===== src/rtl/mesh_endpoint.sv =====
// Mesh-side tile link termination: TX FIFO (tile->router) and RX FIFO (router->tile).

// Circular show-ahead FIFO; head is read combinationally from storage.
// Latency: a pushed word is visible at the head the cycle after the push edge.
// Backpressure: push ignored when full, pop ignored when empty; caller gates on o_full/o_empty.
module mesh_endpoint_fifo #(
  parameter int WIDTH = 32,
  parameter int DEPTH = 4
) (
  input  logic                   CLK,
  input  logic                   nRST,
  input  logic                   i_push_vld,
  input  logic [WIDTH-1:0]       i_push_dat,
  input  logic                   i_pop_vld,
  output logic [WIDTH-1:0]       o_head_dat,
  output logic                   o_full,
  output logic                   o_empty,
  output logic [$clog2(DEPTH):0] o_count
);
  localparam int PW = $clog2(DEPTH) + 1;

  logic [WIDTH-1:0] r_mem [DEPTH];
  logic [PW-1:0]    r_wr_ptr;
  logic [PW-1:0]    r_rd_ptr;
  logic [PW-1:0]    w_count;
  logic             w_push;
  logic             w_pop;

  // Extra pointer MSB makes the difference distinguish full from empty after wrap.
  assign w_count    = r_wr_ptr - r_rd_ptr;
  assign o_count    = w_count;
  assign o_full     = (w_count == PW'(DEPTH));
  assign o_empty    = (w_count == '0);
  assign o_head_dat = o_empty ? '0 : r_mem[r_rd_ptr[PW-2:0]];
  assign w_push     = i_push_vld & ~o_full;
  assign w_pop      = i_pop_vld & ~o_empty;

  always_ff @(posedge CLK or negedge nRST) begin
    if (!nRST) begin
      r_wr_ptr <= '0;
      r_rd_ptr <= '0;
      for (int i = 0; i < DEPTH; i++) begin
        r_mem[i] <= '0;
      end
    end else begin
      if (w_push) begin
        r_mem[r_wr_ptr[PW-2:0]] <= i_push_dat;
        r_wr_ptr                <= r_wr_ptr + PW'(1);
      end
      if (w_pop) begin
        r_rd_ptr <= r_rd_ptr + PW'(1);
      end
    end
  end
endmodule

// Tile<->router endpoint: tile words captured into TX via an IDLE/ACK handshake, RX delivered show-ahead.
// Latency: send_done the cycle after capture; TX/RX words reach the far side the cycle after push.
// Backpressure: TX full holds the tile (no send_done); RX full drops net_in_ready; router stalls TX pop.
module mesh_endpoint #(
  parameter int WIDTH = 32,
  parameter int DEPTH = 4
) (
  input  logic                   CLK,
  input  logic                   nRST,
  input  logic [WIDTH-1:0]       send_data,
  input  logic                   send_ready,
  output logic                   send_done,
  output logic [WIDTH-1:0]       recv_data,
  output logic                   recv_valid,
  input  logic                   recv_ready,
  output logic [WIDTH-1:0]       net_out_data,
  output logic                   net_out_valid,
  input  logic                   net_out_ready,
  input  logic [WIDTH-1:0]       net_in_data,
  input  logic                   net_in_valid,
  output logic                   net_in_ready,
  output logic [$clog2(DEPTH):0] tx_count,
  output logic [$clog2(DEPTH):0] rx_count
);
  typedef enum logic {ST_IDLE, ST_ACK} state_t;

  state_t r_state;
  logic   r_send_done;
  logic   r_in_live;
  logic   w_tx_full;
  logic   w_tx_empty;
  logic   w_tx_push;
  logic   w_tx_pop;
  logic   w_rx_full;
  logic   w_rx_empty;
  logic   w_rx_push;
  logic   w_rx_pop;

  // Fullness is sampled before the edge, so a pop from a full TX cannot admit a capture that cycle.
  assign w_tx_push     = (r_state == ST_IDLE) & send_ready & ~w_tx_full;
  assign w_tx_pop      = ~w_tx_empty & net_out_ready;
  assign net_out_valid = ~w_tx_empty;
  assign send_done     = r_send_done;

  // r_in_live keeps net_in_ready low through reset and rises on the first edge after release.
  assign net_in_ready  = r_in_live & ~w_rx_full;
  assign w_rx_push     = net_in_valid & net_in_ready;
  assign recv_valid    = ~w_rx_empty;
  assign w_rx_pop      = recv_valid & recv_ready;

  always_ff @(posedge CLK or negedge nRST) begin
    if (!nRST) begin
      r_state     <= ST_IDLE;
      r_send_done <= 1'b0;
      r_in_live   <= 1'b0;
    end else begin
      r_in_live <= 1'b1;
      if (r_state == ST_IDLE) begin
        r_send_done <= w_tx_push;
        if (w_tx_push) begin
          r_state <= ST_ACK;
        end
      end else begin
        r_send_done <= 1'b0;
        r_state     <= ST_IDLE;
      end
    end
  end

  mesh_endpoint_fifo #(.WIDTH(WIDTH), .DEPTH(DEPTH)) u_tx_fifo (
    .CLK        (CLK),
    .nRST       (nRST),
    .i_push_vld (w_tx_push),
    .i_push_dat (send_data),
    .i_pop_vld  (w_tx_pop),
    .o_head_dat (net_out_data),
    .o_full     (w_tx_full),
    .o_empty    (w_tx_empty),
    .o_count    (tx_count)
  );

  mesh_endpoint_fifo #(.WIDTH(WIDTH), .DEPTH(DEPTH)) u_rx_fifo (
    .CLK        (CLK),
    .nRST       (nRST),
    .i_push_vld (w_rx_push),
    .i_push_dat (net_in_data),
    .i_pop_vld  (w_rx_pop),
    .o_head_dat (recv_data),
    .o_full     (w_rx_full),
    .o_empty    (w_rx_empty),
    .o_count    (rx_count)
  );
endmodule


===== config.mk =====
export PLATFORM = sky130hd
export DESIGN_NAME = mesh_endpoint
export DESIGN_NICKNAME = d
export VERILOG_FILES = /design/src/rtl/mesh_endpoint.sv
export SDC_FILE = /design/constraint.sdc
export NUM_CORES = 1
export LEC_CHECK = 0
export CORE_ASPECT_RATIO = 0.8
export CORE_MARGIN = 1.5
export CORE_UTILIZATION = 58
export CTS_BUF_LIST = sky130_fd_sc_hd__clkbuf_8 sky130_fd_sc_hd__clkbuf_16
export DETAILED_ROUTE_END_ITERATION = 12
export GPL_TIMING_DRIVEN = 0
export PLACE_DENSITY = 0.92
export SLEW_MARGIN = 25
export SYNTH_ARGS = -nofsm -noshare
export SYNTH_HDL_FRONTEND = slang
export SYNTH_SLANG_ARGS = --single-unit

===== constraint.sdc =====
create_clock -name CLK -period 4.8 [get_ports CLK]
set_clock_uncertainty 0.1 [all_clocks]
set_input_delay 0.96 -clock CLK [delete_from_list [all_inputs] [get_ports CLK]]
set_output_delay 0.96 -clock CLK [all_outputs]
set_load 0.02 [all_outputs]

==> results of run 1 <==
## flip-flops by register name, summed over array words and instances (netlist names)
signal / cells
u_tx_fifo.r_mem: 128
u_rx_fifo.r_rd_ptr: 3
u_rx_fifo.r_mem: 128
u_tx_fifo.r_rd_ptr: 3
u_rx_fifo.r_wr_ptr: 3
r_in_live: 1
send_done: 1
u_tx_fifo.r_wr_ptr: 3
## worst max-delay path, stage by stage, from the launching register on
cell and delay (ns):
dfrtp_1 0.42, inv_1 0.11, ha_1 0.20, fa_1 0.44, xnor3_2 0.42, inv_1 0.17
nor2_2 0.30, buf_2 0.31, nor2b_1 0.09, clkdlybuf4s50_1 0.60
## layer usage
layer / up-vias / wire length [um] / share of wire (%) / GRT usage (%)
met5: - / 0 / 0 / 0
met4: 0 / 658 / 2.5 / 6.342
met3: 46 / 1364 / 5.1 / 4.774
met2: 162 / 12940 / 49 / 39.21
met1: 3764 / 11630 / 44 / 32.58
li1: 3191 / - / - / -
## placed cells by master, fill, tap and decap left out, types with 2 or more instances in the layout
master,n
and2_1,3
buf_1,2
buf_12,6
buf_16,3
buf_2,9
buf_4,3
buf_6,15
bufinv_16,3
clkbuf_1,8
clkbuf_16,27
clkbuf_2,3
clkbuf_8,4
clkdlybuf4s50_1,142
clkinv_2,5
dfrtp_1,270
fa_1,2
ha_1,12
inv_1,20
mux2_1,3
mux2_2,198
mux2_4,60
mux2i_1,4
mux4_2,64
nand2_1,6
nor2b_1,65
nor3_1,2
o211ai_4,7
o21ai_0,2
xnor2_1,8
xnor3_2,2
## cell type report
class / count / area share, %
Timing Repair Buffer: 146 / 9.719
Buffer: 46 / 2.618
Multi-Input combinational cell: 449 / 36.12
Antenna cell: 1 / 0.01601
Clock buffer: 31 / 4.675
Tap cell: 300 / 2.402
Sequential cell: 270 / 43.23
Inverter: 13 / 0.3122
Clock inverter: 15 / 0.9047
## power by group through the flow
stage	clock (mW)	combinational (mW)	sequential (mW)
detailed placement	0	7.70	4.08
CTS	2.13	7.77	4.08
global route	2.22	8.17	4.21
finish	2.09	7.71	4.09
global placement	0	7.51	4.01
floorplan	0	5.15	3.85
## how the worst min path moves through the flow
stage / startpoint / cells past startpoint / endpoint / slack [ns]
global placement: u_rx_fifo.r_mem[30] / 1 / u_rx_fifo.r_mem[30] / 0.37
CTS: nRST / 1 / u_tx_fifo.r_mem[122] / 0.22
global route: nRST / 1 / u_tx_fifo.r_mem[122] / 0.24
detailed placement: u_tx_fifo.r_mem[64] / 1 / u_tx_fifo.r_mem[64] / 0.39
finish: nRST / 1 / u_tx_fifo.r_mem[58] / 0.22
floorplan: u_rx_fifo.r_mem[30] / 1 / u_rx_fifo.r_mem[30] / 0.36
## stage by stage
stage          cell area, um^2  setup TNS, ns  instances
2_1_floorplan            12850              0        778
3_3_place_gp             14660       -2343.37       1221
3_5_place_dp             14750              0       1224
4_1_cts                  15620              0       1270
5_1_grt                  15630              0       1270
6_report                 15630              0       1271
## cells by family after synthesis
family,share of synthesized area [%]
other cells,0.02917
flops,52.56
simple gates,3.728
xor+xnor,0.9151
compound gates,1.606
buf+inv,3.534
mux,36.14
fa+ha+maj,1.480
## repair_timing
action                                  in CTS  in global routing
hold buffers                                 0                  0
gates resized for setup                      3                  1
pin swaps                                    0                  1
hold endpoints to repair                     0                  0
setup buffers                                0                  0
endpoints found under the setup margin      30                 60
==> results.json, run 1 <==
{
  "status": "finished clean",
  "worstSetupStartpoint": "u_rx_fifo.r_wr_ptr[0]",
  "async_reset_ff_share_pct": 100.0,
  "cts_made_buffers": 27,
  "grt_pass1_vias": 7848,
  "syn_to_final_growth_pct": 21.59,
  "slew_viol_final": 0,
  "rows": 48,
  "p_int_mw": 8.874,
  "yosysTopAreaCellShare_pct": 52.56,
  "synth_edf_count": 0,
  "die_h_um": 136.2,
  "post-dp-hpwl_um": 17860,
  "clockBufferDepth": 3,
  "avgSynthCellArea_um2": 16.52,
  "max_cap_violations": 0,
  "ioPinCount": 144,
  "insertion_delay_ns": 0.52,
  "regArea_um2": 6756,
  "path_class": "reg2out",
  "synth_cell_types": 34,
  "cts_tree": "built",
  "swShare_pct": 36.14,
  "reg2reg_depth": 7,
  "setup_viol": 0,
  "total_leakage_power_nw": 6.892,
  "grt_start_max_net_pins": 81,
  "yosysWarnings": 0,
  "cp.required_ns": 3.74,
  "synthTopCellsByCount": "dfrtp_1, mux2_2, nor2b_1",
  "cp_data_arrival_time_ns": 3.58,
  "drt_wl_total_um": 26590,
  "postRouteAntennaNets": 0,
  "cp-end-kind": "primary output",
  "switchingPower_mw": 5.021,
  "syn_nets": 862,
  "critical_path.max_fanout": 10,
  "r2r-start": "u_rx_fifo.r_wr_ptr[0]",
  "r2r_end": "u_rx_fifo.r_mem[3]",
  "syn_inst": 778,
  "synth-seq-area-share_pct": 52.56,
  "drive_above_1_share_pct": 42.58,
  "yosysMostFrequentCell": "dfrtp_1",
  "core-area_um2": 21680,
  "drtPass1Iterations": 4,
  "path_clk_slew_ns": 0.06,
  "yosys-top-cells-area": "dfrtp_1, mux2_2, mux4_2, mux2_4, nor2b_1",
  "min_path_type": "in2async",
  "antenna_found_initial": 1,
  "total_power_mw": 13.89,
  "worst_pin_slew_ns": 0.9157,
  "hold_viol_final": 0,
  "grt_pass1_wl_um": 42520,
  "yosys_most_used_dff": "dfrtp_1",
  "p_seq_share_pct": 29.5,
  "rsz0062_at_grt": "false",
  "postLayoutCoreUtil_pct": 72.09,
  "initial_core_util_pct": 59.29,
  "max_slew_margin_pct": 38.83,
  "reg2reg_slack_ns": 1.88,
  "setup_ws_ns": 0.1553,
  "cp-start-kind": "flop",
  "die_w_um": 169.4,
  "fin_crit_sh_pct": 96.77,
  "design.die.area_um2": 23070,
  "drt_iter0_drc": 428,
  "comb_power_share_pct": 55.5,
  "max_freq_mhz": 215.3,
  "wl_per_cell_um": 20.92,
  "cts_max_level": 1,
  "finalNetCount": 1037,
  "hold-worst-slack_ns": 0.2246,
  "drc": 0,
  "place_congestion": 0.8044,
  "min_period_ns": 4.645,
  "synthesis.area_um2": 12850,
  "num-fill-cells": 1332,
  "crit_path_end": "recv_data[4]",
  "vias_per_cell": 5.636,
  "cts_sinks": 270,
  "p_clk_share_pct": 15.1,
  "port_buffers": 143,
  "multi_input_area_um2": 5645,
  "peakVddDrop_mv": 0.6902,
  "grt_remaining_overflow": 0,
  "yosysTopAreaCell": "dfrtp_1",
  "vias": 7163,
  "cts_root_buf": "clkbuf_16",
  "preCtsSetupSlack_ns": 0.3886,
  "grt_usage_pct": 23.75,
  "ys_seq_elements": 270,
  "powerDensity_nw_per_um2": 889.0
}
Note: power is estimated with default switching activity, not from simulation.
==> run 2, diff against run 1 <==
CTS_CLUSTER_SIZE = 14   (was default)
==> results of run 2 <==
Final layout, timing and power as in run 1 (identical DEF).
==> run 3, diff against run 2 <==
CAP_MARGIN = 20   (was default)
==> results of run 3 <==
Final layout, timing and power as in run 1 (identical DEF).
